$ cat src/rtl/vend_ctrl_sequencer_pkg.sv
// Shared encodings for the vending controller: FSM states, coin-acceptor codes
// and change-return codes.
package vend_ctrl_sequencer_pkg;

    typedef enum logic [1:0] {
        ST_IDLE     = 2'd0,
        ST_CREDIT   = 2'd1,
        ST_DISPENSE = 2'd2,
        ST_CHANGE   = 2'd3
    } state_t;

    localparam logic [1:0] COIN_NONE = 2'b00;
    localparam logic [1:0] COIN_5    = 2'b01;
    localparam logic [1:0] COIN_10   = 2'b10;
    localparam logic [1:0] COIN_BAD  = 2'b11;

    localparam logic [1:0] CHG_NONE = 2'b00;
    localparam logic [1:0] CHG_5    = 2'b01;
    localparam logic [1:0] CHG_10   = 2'b10;

    // Credit units carried by one coin code; the invalid code carries none.
    function automatic logic [1:0] coin_units(input logic [1:0] coin);
        case (coin)
            COIN_5:  return 2'd1;
            COIN_10: return 2'd2;
            default: return 2'd0;
        endcase
    endfunction

endpackage

$ cat src/rtl/vend_ctrl_sequencer_inventory.sv
// Per-slot stock counters with decrement (sale), increment (refund) and reload
// (restock) requests; sold_out is registered alongside the counters.
module vend_ctrl_sequencer_inventory
    import vend_ctrl_sequencer_pkg::*;
#(
    parameter int N_SLOTS    = 4,
    parameter int STOCK_W    = 4,
    parameter int INIT_STOCK = 8,
    parameter int SW         = $clog2(N_SLOTS)
) (
    input  logic               clk,
    input  logic               rst,
    input  logic               dec,
    input  logic [SW-1:0]      dec_id,
    input  logic               inc,
    input  logic [SW-1:0]      inc_id,
    input  logic               reload,
    input  logic [SW-1:0]      reload_id,
    output logic [N_SLOTS-1:0] sold_out
);

    localparam logic [STOCK_W-1:0] INIT_S = STOCK_W'(INIT_STOCK);

    logic [STOCK_W-1:0] stock [N_SLOTS];

    // Reload wins over a same-cycle sale; counters saturate at both ends.
    always_ff @(posedge clk or negedge rst) begin
        if (!rst) begin
            for (int i = 0; i < N_SLOTS; i++) begin
                stock[i] <= INIT_S;
            end
            sold_out <= {N_SLOTS{INIT_S == '0}};
        end else begin
            for (int i = 0; i < N_SLOTS; i++) begin
                if (reload && reload_id == SW'(i)) begin
                    stock[i]    <= INIT_S;
                    sold_out[i] <= (INIT_S == '0);
                end else if (dec && dec_id == SW'(i) && stock[i] != '0) begin
                    stock[i]    <= stock[i] - 1'b1;
                    sold_out[i] <= (stock[i] == STOCK_W'(1));
                end else if (inc && inc_id == SW'(i) && stock[i] != '1) begin
                    stock[i]    <= stock[i] + 1'b1;
                    sold_out[i] <= 1'b0;
                end
            end
        end
    end

endmodule

$ cat src/rtl/vend_ctrl_sequencer.sv
// Vending controller: coin credit, selection validation, dispense req/ack with
// timeout refund, and one-coin-per-cycle change return.
module vend_ctrl_sequencer
    import vend_ctrl_sequencer_pkg::*;
#(
    parameter int                         N_SLOTS    = 4,
    parameter int                         PRICE_W    = 4,
    parameter logic [N_SLOTS*PRICE_W-1:0] PRICES     = {4'd4, 4'd3, 4'd2, 4'd3},
    parameter int                         CREDIT_W   = 5,
    parameter int                         MAX_CREDIT = 20,
    parameter int                         STOCK_W    = 4,
    parameter int                         INIT_STOCK = 8,
    parameter int                         TIMEOUT    = 15,
    localparam int                        SW         = $clog2(N_SLOTS)
) (
    input  logic                clk,
    input  logic                rst,
    input  logic [1:0]          in,
    input  logic                sel_valid,
    input  logic [SW-1:0]       sel_id,
    input  logic                cancel,
    input  logic                disp_ack,
    input  logic                restock,
    input  logic [SW-1:0]       restock_id,
    output logic                disp_req,
    output logic [SW-1:0]       disp_id,
    output logic [1:0]          change,
    output logic [CREDIT_W-1:0] credit,
    output logic [N_SLOTS-1:0]  sold_out,
    output logic                coin_reject,
    output logic                sel_reject,
    output logic                fault
);

    localparam int                TW    = $clog2(TIMEOUT + 1);
    localparam logic [CREDIT_W:0] MAXC1 = (CREDIT_W + 1)'(MAX_CREDIT);

    generate
        if (MAX_CREDIT >= 2**CREDIT_W - 2) begin : g_credit_range
            $error("MAX_CREDIT must be below 2**CREDIT_W-2");
        end
    endgenerate

    function automatic logic [PRICE_W-1:0] price_of(input logic [SW-1:0] id);
        logic [PRICE_W-1:0] p;
        p = '0;
        for (int i = 0; i < N_SLOTS; i++) begin
            if (id == SW'(i)) p = PRICES[i*PRICE_W +: PRICE_W];
        end
        return p;
    endfunction

    state_t              state;
    logic [TW-1:0]       timer;
    logic [CREDIT_W:0]   coin_sum;
    logic                coin_rej;
    logic [CREDIT_W-1:0] credit_in;
    logic [PRICE_W-1:0]  sel_price;
    logic [PRICE_W-1:0]  disp_price;
    logic                idle_like;
    logic                take_cancel;
    logic                sel_go;
    logic                sel_ok;
    logic                accept;
    logic                timeout_hit;
    logic                inv_reload;

    // Coin sum is one bit wider than credit so the overflow compare cannot wrap.
    always_comb begin
        coin_sum    = {1'b0, credit} + {{(CREDIT_W-1){1'b0}}, coin_units(in)};
        coin_rej    = (in == COIN_BAD) || (coin_sum > MAXC1);
        credit_in   = coin_rej ? credit : coin_sum[CREDIT_W-1:0];
        sel_price   = price_of(sel_id);
        disp_price  = price_of(disp_id);
        idle_like   = (state == ST_IDLE) || (state == ST_CREDIT);
        take_cancel = idle_like && cancel && (credit != '0);
        sel_go      = idle_like && sel_valid && !cancel;
        sel_ok      = (int'(sel_id) < N_SLOTS) && !sold_out[sel_id]
                      && (credit >= CREDIT_W'(sel_price));
        accept      = sel_go && sel_ok;
        timeout_hit = (state == ST_DISPENSE) && !disp_ack && (timer == TW'(TIMEOUT - 1));
        inv_reload  = (state == ST_IDLE) && restock;
    end

    vend_ctrl_sequencer_inventory #(
        .N_SLOTS   (N_SLOTS),
        .STOCK_W   (STOCK_W),
        .INIT_STOCK(INIT_STOCK),
        .SW        (SW)
    ) u_inventory (
        .clk      (clk),
        .rst      (rst),
        .dec      (accept),
        .dec_id   (sel_id),
        .inc      (timeout_hit),
        .inc_id   (disp_id),
        .reload   (inv_reload),
        .reload_id(restock_id),
        .sold_out (sold_out)
    );

    always_ff @(posedge clk or negedge rst) begin
        if (!rst) begin
            state       <= ST_IDLE;
            timer       <= '0;
            credit      <= '0;
            disp_req    <= 1'b0;
            disp_id     <= '0;
            change      <= CHG_NONE;
            coin_reject <= 1'b0;
            sel_reject  <= 1'b0;
            fault       <= 1'b0;
        end else begin
            coin_reject <= 1'b0;
            sel_reject  <= 1'b0;
            change      <= CHG_NONE;
            case (state)
                ST_IDLE, ST_CREDIT: begin
                    coin_reject <= coin_rej;
                    if (take_cancel) begin
                        credit <= credit_in;
                        state  <= ST_CHANGE;
                    end else if (accept) begin
                        // Selection was judged on pre-coin credit; a same-cycle coin still lands.
                        credit   <= credit_in - CREDIT_W'(sel_price);
                        disp_req <= 1'b1;
                        disp_id  <= sel_id;
                        timer    <= '0;
                        state    <= ST_DISPENSE;
                    end else begin
                        sel_reject <= sel_go;
                        credit     <= credit_in;
                        state      <= (credit_in != '0) ? ST_CREDIT : ST_IDLE;
                    end
                end
                ST_DISPENSE: begin
                    coin_reject <= (in != COIN_NONE);
                    if (disp_ack) begin
                        disp_req <= 1'b0;
                        state    <= (credit != '0) ? ST_CHANGE : ST_IDLE;
                    end else if (timeout_hit) begin
                        disp_req <= 1'b0;
                        fault    <= 1'b1;
                        credit   <= credit + CREDIT_W'(disp_price);
                        state    <= ST_CHANGE;
                    end else begin
                        timer <= timer + 1'b1;
                    end
                end
                ST_CHANGE: begin
                    coin_reject <= (in != COIN_NONE);
                    if (credit == '0) begin
                        state <= ST_IDLE;
                    end else if (credit >= CREDIT_W'(2)) begin
                        change <= CHG_10;
                        credit <= credit - CREDIT_W'(2);
                    end else begin
                        change <= CHG_5;
                        credit <= credit - CREDIT_W'(1);
                    end
                end
                default: state <= ST_IDLE;
            endcase
        end
    end

endmodule
$ cat config.mk
export PLATFORM = sky130hd
export DESIGN_NAME = vend_ctrl_sequencer
export DESIGN_NICKNAME = d
export VERILOG_FILES = /design/src/rtl/vend_ctrl_sequencer_pkg.sv /design/src/rtl/vend_ctrl_sequencer_inventory.sv /design/src/rtl/vend_ctrl_sequencer.sv
export SDC_FILE = /design/constraint.sdc
export NUM_CORES = 1
export LEC_CHECK = 0
export ABC_CLOCK_PERIOD_IN_PS = 4250
export BUFFER_PORTS_ARGS = -buffer_cell sky130_fd_sc_hd__buf_2
export CAP_MARGIN = 20
export CORE_UTILIZATION = 60
export CTS_CLUSTER_SIZE = 40
export DETAILED_ROUTE_END_ITERATION = 6
export PLACE_DENSITY = 0.89
export SETUP_SLACK_MARGIN = 0.3
export SYNTH_ARGS = -nofsm -noshare
export SYNTH_HDL_FRONTEND = slang
export SYNTH_HIERARCHICAL = 1
export SYNTH_SLANG_ARGS = --single-unit
$ cat constraint.sdc
create_clock -name clk -period 4.25 [get_ports clk]
set_input_delay 0.85 -clock clk [delete_from_list [all_inputs] [get_ports clk]]
set_output_delay 0.85 -clock clk [all_outputs]
set_load 0.03 [all_outputs]
==> summary.txt <==
Pwr
  • Sequential share of power: between 30% and 40%
  • Int Pwr: between 1 and 1.5 mW
  • Comb power frac: ~55%
  • Leak Pwr: 1.71 nW
  • Sw power: about 1.2 mW
  • Sw Share: 46.8%
  • Power Density: ~670 nW/µm²
  • VDD IR max: ~0.37 mV
  • Clock power share: between 10% and 20%

Routing
  • Final wirelength: 8310 µm
  • ANT nets after route: 0
  • Vias: between 3k and 4k
  • DRC Markers: 0
  • 1st-iter DRT viols: 278
  • Routed len/inst: 16.8 µm
  • Drt pass-1 iters: 5
  • Vias/cell: around 6.5

Placement
  • Placer congestion estimate: between 0.9 and 1
  • Post-place setup slack: -35.7 ps
  • Post-DP HPWL: 5960 µm
  • Port bufs: 28
  • Placed Instances: slightly below 500

Cells and area
  • Fin cells: 495
  • Area of the multi-input gates: 2300 µm²
  • Register area: approximately 980 µm²
  • Antenna Diode Count: 0
  • Filler cell count: 444
  • Fin util: 67.9%
  • Share of layout cells above drive strength 1: between 15 and 20%
  • Net count, final: between 400 and 500
  • Area growth syn-to-layout: 9.07%

Clock tree
  • H-tree depth: 2
  • Register clock-pin slew on the reported worst setup and hold paths: around 90 ps
  • Clk buf depth: 2
  • Root Buffer: clkbuf_8
  • CTS sink cnt: 39
  • CTS tree: built
  • CTS Buf Count: 5
  • Worst-Skew Late Latency: approximately 300 ps
  • Post-CTS Hold Fix Bufs: 0

Floorplan
  • Chip height: 77.8 µm
  • Core area: between 5000 and 6000 µm²
  • IO Pins: 29
  • Std-Cell Rows: 27
  • Initial Util: between 60 and 70%
  • Die Wd: slightly below 80 µm
  • Die area: 6060 µm²

STA
  • Slew @ Worst Pin: roughly 920 ps
  • Final period utilization: 89.0%
  • Final hold viol count: 0
  • Relative max-transition margin: about two fifths
  • Slew Viols, Final: 0
  • PnR worst setup slack: 466 ps
  • Fmax: between 200 and 300 MHz
  • Worst Skew: roughly 12 ps
  • Unrepaired setup endpoints after global routing: no
  • # setup viols final: 0
  • Hold Slack: 470 ps
  • Fin crit period: 3780 ps
  • Setup_tns: 0 ps

Global routing
  • Most Used Layer, Global Route: met2
  • GR Overflow Total: 0
  • Largest net degree at the start of global routing: 40
  • Met1 Usage GRT: a little under two fifths
  • Routing usage on met3: under 10%
  • Vias in the first global route: just over 3k
  • Met2 Usage GRT: 50.3%
  • Global-route wire length before repair: between 10000 and 15000 µm
  • Initial antenna violation count: 0
  • Total GRT Usage: between 20% and 30%

Status
  • Status: finished, final reports clean

Logic synthesis
  • Mapped Cells: 398
  • Mapped Area: ~3400 µm²
  • Distinct cells, synth: between 60 and 70
  • Syn nets: 442
  • Synth top area share: 25.4%
  • Asr flop ratio synth: 100%
  • Synth warn: 6
  • Top cells by area, synth: dfrtp_1 (25%), ha_1 (11%), a21oi_1 (4.1%)
  • Post-synth top area cell: dfrtp_1
  • Number of flops mapped to enable cells by yosys: 0
  • Yosys reg bits: 39
  • Syn_area_per_cell: ~8.7 µm²
  • Seq/Total Area, Yosys: between 20% and 30%
  • Most used flip-flop cell after synthesis: dfrtp_1

Run
  • Number of max-cap violations: 0

Setup path
  • Type of origin of the critical path: input pin
  • Critical path endpoint category: flop
  • Crit path max fanout: 5
  • Arrival time at the worst endpoint: between 4000 and 5000 ps
  • WP data required: 4470 ps
  • Crit path kind: input pin to flop

Min path
  • Hold WC Path Type: flop to flop
## stage by stage
stage / total power, mW / area, µm²
final: 2.54 / 3760
after global routing: 2.73 / 3760
after CTS: 2.48 / 3740
after detailed placement: 2.09 / 3600
after global placement: 2.01 / 3600
after floorplan: 1.78 / 3450
## power by group through the flow
stage	Clock (mW)	Sequential [mW]	Combinational, mW
detailed placement	0	0.762	1.33
floorplan	0	0.739	1.04
CTS	0.383	0.754	1.34
finish	0.377	0.766	1.39
global route	0.398	0.796	1.54
global placement	0	0.750	1.26
## critical path, stage by stage
cell	delay, ps
buf_2	110
nor2b_1	130
ha_1	180
inv_1	60
fa_1	410
nand2b_1	190
a32o_2	300
a21oi_2	160
o21ai_2	120
mux2i_2	240
ha_1	180
inv_1	70
fa_1	410
a21oi_1	150
o2111ai_1	140
xor2_1	170
o21ai_1	130
## cells in the mapped netlist, types with 6 or more instances
cell type	count
nand2b_1	12
and3_1	11
dfrtp_1	35
nand4_1	6
inv_1	22
or3_1	8
a21o_1	6
nand3_1	24
buf_2	6
o21ai_1	6
o21ai_0	6
nand2_1	32
ha_1	29
xor2_1	6
nor3_1	9
a21oi_1	28
a31oi_1	8
nor2_1	29
xnor2_1	8
## cells by family after synthesis
logic type | after synthesis | share of synthesized area [%]
buffers and inverters | 38 | 5.30
AOI/OAI and AO/OA | 89 | 17.8
muxes | 8 | 3.01
DFF | 39 | 28.4
and+or+nand+nor | 178 | 29.6
xor gates and xnor gates | 14 | 3.55
adders and majority gates | 32 | 12.3
## registers in the layout, indices dropped and copies added (netlist names)
signal,cells
change,2
u_inventory/sold_out,4
fault,1
disp_id,2
coin_reject,1
timer,4
state,2
disp_req,1
credit,5
u_inventory/stock,16
sel_reject,1
## layout by cell type, fill, tap and decap left out, drive strengths merged, types with 6 or more instances in the layout
cell type / netlist / routed
nor3: 10 / 10
a21o: 6 / 6
nand2b: 12 / 12
ha: 29 / 29
dfrtp: 35 / 35
buf: 10 / 33
xor2: 6 / 6
and3: 11 / 11
or3: 9 / 9
inv: 22 / 22
xnor2: 8 / 8
nand2: 34 / 34
a31oi: 8 / 8
nor2: 29 / 29
o21ai: 13 / 13
clkbuf: 6 / 6
nor3b: 7 / 7
nand3: 26 / 26
nand4: 6 / 6
a21oi: 28 / 28
## area by class of cell
cell class,instances,share of cell area (%)
Clock inverter,2,1.60
Timing Repair Buffer,33,4.72
Sequential cell,39,26.1
Tap cell,72,2.39
Multi-Input combinational cell,321,61.1
Clock buffer,6,1.93
Inverter,22,2.19
## per-layer routing
metal,routed length (µm),up-vias
li1,-,1504
met5,0,-
met3,594,15
met1,3480,1546
met2,4120,148
met4,115,0
## final timing paths
kind / endpoint / from / cells past startpoint / slack, ps
worst min-delay path: fault$_DFFE_PN0P_ / fault$_DFFE_PN0P_ / 1 / 470
worst max register to register: credit[4]$_DFFE_PN0P_ / credit[0]$_DFFE_PN0P_ / 15 / 570
worst max-delay path: credit[4]$_DFFE_PN0P_ / in[0] / 17 / 470
worst min register to register: fault$_DFFE_PN0P_ / fault$_DFFE_PN0P_ / 1 / 470
min in group asynchronous: change[0]$_DFF_PN0_ / rst / 1 / 680
max in group asynchronous: coin_reject$_DFF_PN0_ / rst / 1 / 2990
## repair_timing
action / CTS / global route
endpoints found under the setup margin: 1 / 2
pin swaps: 0 / 1
hold endpoints to repair: 0 / 0
gates resized for setup: 1 / 3
setup buffers: 0 / 2
Note: power is estimated with default switching activity, not from simulation.
